### src/rtl/change_pkg.sv
// Shared constants and helpers for the change-event arbiter slice.
package change_pkg;

  localparam int CH_DEFAULT = 4;
  localparam int W_DEFAULT  = 8;
  localparam int MAX_CH     = 16;

  function automatic int onehot_to_idx(input logic [MAX_CH-1:0] oh);
    int idx;
    idx = 0;
    for (int i = 0; i < MAX_CH; i++) begin
      if (oh[i]) idx = i;
    end
    return idx;
  endfunction

endpackage

### src/rtl/change_event_arbiter_rr_arbiter.sv
// Combinational round-robin picker: first set request at or above ptr, wrapping.
module rr_arbiter
  import change_pkg::*;
#(
  parameter int N  = CH_DEFAULT,
  parameter int IW = $clog2(N)
) (
  input  logic [N-1:0]  req,
  input  logic [IW-1:0] ptr,
  output logic [N-1:0]  gnt_onehot,
  output logic [IW-1:0] gnt_idx,
  output logic          any
);

  logic found;

  // Scan offsets from ptr; ptr is always kept below N by the owner.
  always_comb begin
    gnt_onehot = '0;
    found      = 1'b0;
    for (int k = 0; k < N; k++) begin
      for (int j = 0; j < N; j++) begin
        if (!found && req[j] && (j == ((int'(ptr) + k) % N))) begin
          gnt_onehot[j] = 1'b1;
          found         = 1'b1;
        end
      end
    end
  end

  assign any     = |req;
  assign gnt_idx = IW'(onehot_to_idx(MAX_CH'(gnt_onehot)));

endmodule

### src/rtl/change_event_arbiter.sv
// Detects per-channel value changes, queues one event per channel and
// serialises them onto a single valid/ready port in round-robin order.
module change_event_arbiter
  import change_pkg::*;
#(
  parameter int NUM_CH = CH_DEFAULT,
  parameter int WIDTH  = W_DEFAULT,
  parameter int IDX_W  = $clog2(NUM_CH)
) (
  input  logic                    clk,
  input  logic                    rst,
  input  logic [NUM_CH*WIDTH-1:0] sig,
  input  logic [NUM_CH-1:0]       ch_enable,
  output logic                    ev_valid,
  input  logic                    ev_ready,
  output logic [IDX_W-1:0]        ev_ch,
  output logic [WIDTH-1:0]        ev_data,
  output logic [NUM_CH-1:0]       ovf,
  input  logic [NUM_CH-1:0]       ovf_clr
);

  logic [NUM_CH-1:0][WIDTH-1:0] sig_prev_q;
  logic [NUM_CH-1:0][WIDTH-1:0] snapshot_q, snapshot_d;
  logic [NUM_CH-1:0]            pending_q, pending_d;
  logic [NUM_CH-1:0]            ovf_q, ovf_d;
  logic [NUM_CH-1:0]            chg;

  logic                         ev_valid_q, ev_valid_d;
  logic [IDX_W-1:0]             ev_ch_q, ev_ch_d;
  logic [WIDTH-1:0]             ev_data_q, ev_data_d;
  logic [IDX_W-1:0]             rr_ptr_q, rr_ptr_d;

  logic                         slot_accept;
  logic                         grant_fire;
  logic [NUM_CH-1:0]            gnt_onehot;
  logic [IDX_W-1:0]             gnt_idx;
  logic                         gnt_any;

  always_comb begin
    chg = '0;
    for (int i = 0; i < NUM_CH; i++) begin
      chg[i] = ch_enable[i] && (sig[i*WIDTH +: WIDTH] != sig_prev_q[i]);
    end
  end

  // Arbitration sees only already-pending events, never same-cycle changes.
  rr_arbiter #(
    .N  (NUM_CH),
    .IW (IDX_W)
  ) u_rr_arbiter (
    .req        (pending_q),
    .ptr        (rr_ptr_q),
    .gnt_onehot (gnt_onehot),
    .gnt_idx    (gnt_idx),
    .any        (gnt_any)
  );

  assign slot_accept = !ev_valid_q || ev_ready;
  assign grant_fire  = slot_accept && gnt_any;

  // A change on the channel being granted keeps it pending with the new value.
  always_comb begin
    pending_d  = pending_q;
    snapshot_d = snapshot_q;
    ovf_d      = ovf_q;
    for (int i = 0; i < NUM_CH; i++) begin
      if (chg[i]) begin
        pending_d[i]  = 1'b1;
        snapshot_d[i] = sig[i*WIDTH +: WIDTH];
      end else if ((grant_fire && gnt_onehot[i]) || !ch_enable[i]) begin
        pending_d[i]  = 1'b0;
      end

      if (chg[i] && pending_q[i] && !(grant_fire && gnt_onehot[i])) begin
        ovf_d[i] = 1'b1;
      end else if (ovf_clr[i]) begin
        ovf_d[i] = 1'b0;
      end
    end
  end

  always_comb begin
    ev_valid_d = ev_valid_q;
    ev_ch_d    = ev_ch_q;
    ev_data_d  = ev_data_q;
    rr_ptr_d   = rr_ptr_q;
    if (slot_accept) begin
      ev_valid_d = gnt_any;
      if (gnt_any) begin
        ev_ch_d   = gnt_idx;
        ev_data_d = snapshot_q[gnt_idx];
        rr_ptr_d  = (gnt_idx == IDX_W'(NUM_CH - 1)) ? '0 : gnt_idx + IDX_W'(1);
      end
    end
  end

  always_ff @(posedge clk or posedge rst) begin
    if (rst) begin
      sig_prev_q <= '0;
      snapshot_q <= '0;
      pending_q  <= '0;
      ovf_q      <= '0;
      ev_valid_q <= 1'b0;
      ev_ch_q    <= '0;
      ev_data_q  <= '0;
      rr_ptr_q   <= '0;
    end else begin
      sig_prev_q <= sig;
      snapshot_q <= snapshot_d;
      pending_q  <= pending_d;
      ovf_q      <= ovf_d;
      ev_valid_q <= ev_valid_d;
      ev_ch_q    <= ev_ch_d;
      ev_data_q  <= ev_data_d;
      rr_ptr_q   <= rr_ptr_d;
    end
  end

  assign ev_valid = ev_valid_q;
  assign ev_ch    = ev_ch_q;
  assign ev_data  = ev_data_q;
  assign ovf      = ovf_q;

endmodule

### config.mk
export PLATFORM = sky130hd
export DESIGN_NAME = change_event_arbiter
export DESIGN_NICKNAME = d
export VERILOG_FILES = /design/src/rtl/change_pkg.sv /design/src/rtl/change_event_arbiter_rr_arbiter.sv /design/src/rtl/change_event_arbiter.sv
export SDC_FILE = /design/constraint.sdc
export NUM_CORES = 1
export LEC_CHECK = 0
export BUFFER_PORTS_ARGS = -buffer_cell sky130_fd_sc_hd__buf_2
export CAP_MARGIN = 20
export CORE_MARGIN = 1.5
export CORE_UTILIZATION = 40
export DETAILED_ROUTE_END_ITERATION = 10
export HOLD_SLACK_MARGIN = 0.05
export SETUP_SLACK_MARGIN = 0.5
export SYNTH_ARGS = -nofsm -noshare
export SYNTH_HDL_FRONTEND = slang
export SYNTH_HIERARCHICAL = 1
export SYNTH_SLANG_ARGS = --single-unit
### constraint.sdc
create_clock -name clk -period 2.35 [get_ports clk]
set_input_delay 0 -clock clk [delete_from_list [all_inputs] [get_ports clk]]
set_output_delay 0 -clock clk [all_outputs]
set_load 0.01 [all_outputs]
==> results.yml <==
global_route:
  grt_use_total: 0.1724
  grt_start_max_net_pins: 37
  use_met3: 0.03293
  antenna_found_initial: 0
  grt_pass1_wl_um: 12690
  grt-busiest-layer: "met2"
  grt_util_met2: 0.2859
  overflow: 0
  grt_use_met1: 0.2250
  grt_pass1_vias: 2475
job:
  drv_cap: 0
routing:
  avgViaCountPerCell: 4.757
  drc: 0
  drt-total-wl_um: 7701
  initialDrtViolationCount: 106
  detail_route.wl_per_cell_um: 15.31
  vias: 2393
  ant_nets: 0
  firstDrtPassIters: 4
layout:
  final_cells: 503
  design_area_um2: 4797
  fin_nets: 434
  postLayoutCoreUtil: 0.5474
  drive_above_1_share: 0.3646
  syn_to_final_growth_pct: 32.25
  nFillCells: 732
  diodes: 0
cts:
  cts_tree: "built"
  cts_buffers: 9
  cts_root_buf: "clkbuf_8"
  clkTransAtPathRegs_ns: 0.09
  cts_buffer_depth: 2
  cts_sinks: 85
  clk_latency_ns: 0.35
  cts_htree_levels: 3
die:
  die-area_um2: 9648
  die_h_um: 98.23
  rows: 34
  design.portCount: 58
  core-area_um2: 8763
  die_x_um: 98.23
  initial_core_util: 0.4139
sta:
  setup_viol: 0
  min_period_over_period: 0.7881
  holdWs_ns: 0.3191
  fin_skew_ns: 0.008972
  hold_viol: 0
  maxSlewHeadroom: 0.4717
  fmax_mhz: 540.0
  fin_tns_setup_ns: 0
  min_period_ns: 1.852
  drv_slew: 0
  grt_setup_unrepaired: "yes"
  tightest_slew_ns: 0.7908
  setup_slack_ns: 0.4981
placed_design:
  placed_cell_area_um2: 4060
  dp_worst_setup_slack_ns: 0.3892
  gp_congestion: 0.8590
  dp_hpwl_um: 5386
  dp_cells: 437
  portBuffers: 57
pwr:
  p_leak_nw: 2.214
  clock_power_share: 0.255
  power_frac_comb: 0.291
  seq_power_share: 0.453
  intPower_mw: 2.841
  swShare: 0.3010
  switching_power_mw: 1.223
  vdd_ir_drop_max_uv: 352.5
  p_total_mw: 4.064
  p_per_area_nw_per_um2: 847.1
logic_synthesis:
  avgSynthCellArea_um2: 13.24
  synth_most_common_cell: "dfrtp_1"
  synth_edf_count: 0
  synthArstFlopShare: 1.000
  yosysUniqueCellTypes: 37
  synth_top_cell_by_area: "dfrtp_1"
  ys_seq_area_frac: 0.5864
  synth_area_leaders: "dfrtp_1 (59%), mux2_4 (6.6%), mux2_2 (5.0%)"
  syn_inst: 274
  synth_seq_cells: 85
  syn-num-nets: 318
  synth_ff_type: "dfrtp_1"
  synth_top_area_frac: 0.5864
  syn_area_um2: 3627
  yosys_warnings: 6
  synth_commonest_cells: "dfrtp_1 (85), nand2_1 (43)"
outcome:
  outcome: "finished, final reports clean"
setup_path:
  crit_path_frequent_cell: "nand2_1"
  cp-end-kind: "register"
  critPathMaxFanout: 5
  crit_required_ns: 2.59
  path_cells: "mux2i_1, a211oi_4, buf_4, mux4_2, nand2_1, nand2_1"
  startpoint_type: "register"
  crit_slowest_cell: "mux4_2"
  path_class: "register to register"
  cp_data_arrival_time_ns: 2.09
  max_stage_delay_ns: 0.49
hold_path:
  hold_path.class: "input port to register"
==> power by group through the flow <==
| stage | Combinational (mW) | Sequential, mW | Clock, mW |
|---|---|---|---|
| 4_1_cts | 1.08 | 1.83 | 1.06 |
| 5_1_grt | 1.31 | 1.87 | 1.13 |
| 3_5_place_dp | 0.960 | 1.88 | 0 |
| 3_3_place_gp | 0.943 | 1.87 | 0 |
| 6_report | 1.18 | 1.84 | 1.04 |
| 2_1_floorplan | 0.681 | 1.85 | 0 |
==> path summary, 6_finish.rpt <==
kind | from | slack (ns) | end | depth (start not counted)
max in group asynchronous | rst | 1.38 | rr_ptr_q[1]$_DFFE_PP0N_ | 4
min in group asynchronous | rst | 0.33 | sig_prev_q[21]$_DFF_PP0_ | 3
worst max-delay path | rr_ptr_q[1]$_DFFE_PP0N_ | 0.50 | ev_data[7]$_DFFE_PP0N_ | 6
worst min register to register | ev_data[0]$_DFFE_PP0N_ | 0.48 | ev_data[0]$_DFFE_PP0N_ | 2
worst min-delay path | sig[14] | 0.32 | sig_prev_q[14]$_DFF_PP0_ | 2
worst max register to register | rr_ptr_q[1]$_DFFE_PP0N_ | 0.50 | ev_data[7]$_DFFE_PP0N_ | 6
==> layer usage <==
layer / vias up / part of all wire
li1: 1173 / -
met1: 1149 / 0.45
met2: 59 / 0.49
met3: 12 / 0.043
met4: 0 / 0.017
met5: - / 0
==> repair_timing <==
item,4_1_cts,5_1_grt
endpoints found under the setup margin,10,22
hold buffers,42,0
setup buffers,3,4
pin swaps,0,4
gates cloned,0,1
resized for setup,4,17
hold endpoints to repair,106,0
==> worst max-delay path, delay by kind of cell (launching register included) <==
family	cells	cell delay, ns
muxes	2	0.66
buffers and inverters	1	0.20
and+or+nand+nor	2	0.12
AOI/OAI and AO/OA	1	0.31
DFF	1	0.46
==> cells by family (layout without fill, tap and decap cells) <==
logic type | Yosys count | after routing | synth area share
AOI/OAI and AO/OA | 22 | 22 | 0.04932
xor gates and xnor gates | 32 | 32 | 0.07727
adders and majority gates | 1 | 1 | 0.003449
buffers and inverters | 17 | 138 | 0.02311
DFF | 85 | 85 | 0.5864
muxes | 41 | 41 | 0.1683
and+or+nand+nor | 76 | 76 | 0.09210
==> layout by cell type (no fill, tap or decap), drive strengths merged, types with 8 or more instances in the layout <==
master,Yosys,final
dfrtp,85,85
nor2,14,14
xor2,16,16
mux4,8,8
nand2,43,43
inv,10,9
mux2,32,32
dlygate4sd3,0,42
clkbuf,2,11
buf,5,70
xnor2,16,16
==> area by class of cell <==
| cell class | instances | area (µm²) | share of cell area |
|---|---|---|---|
| inverters | 10 | 41.29 | 0.008607 |
| multi-input cells | 172 | 1468 | 0.3059 |
| well taps | 108 | 135.1 | 0.02817 |
| flip-flops and latches | 85 | 2132 | 0.4444 |
| repair buffers | 112 | 819.5 | 0.1708 |
| clock buffers | 11 | 141.4 | 0.02947 |
| clock inverters | 5 | 60.06 | 0.01252 |
==> registers in the layout (all words and copies together) (netlist names) <==
signal and cells:
ev_data 8, ovf 4, ev_ch 2, rr_ptr_q 2, snapshot_q 32, sig_prev_q 32, pending_q 4, ev_valid 1
(Power assumes the default switching activity.)
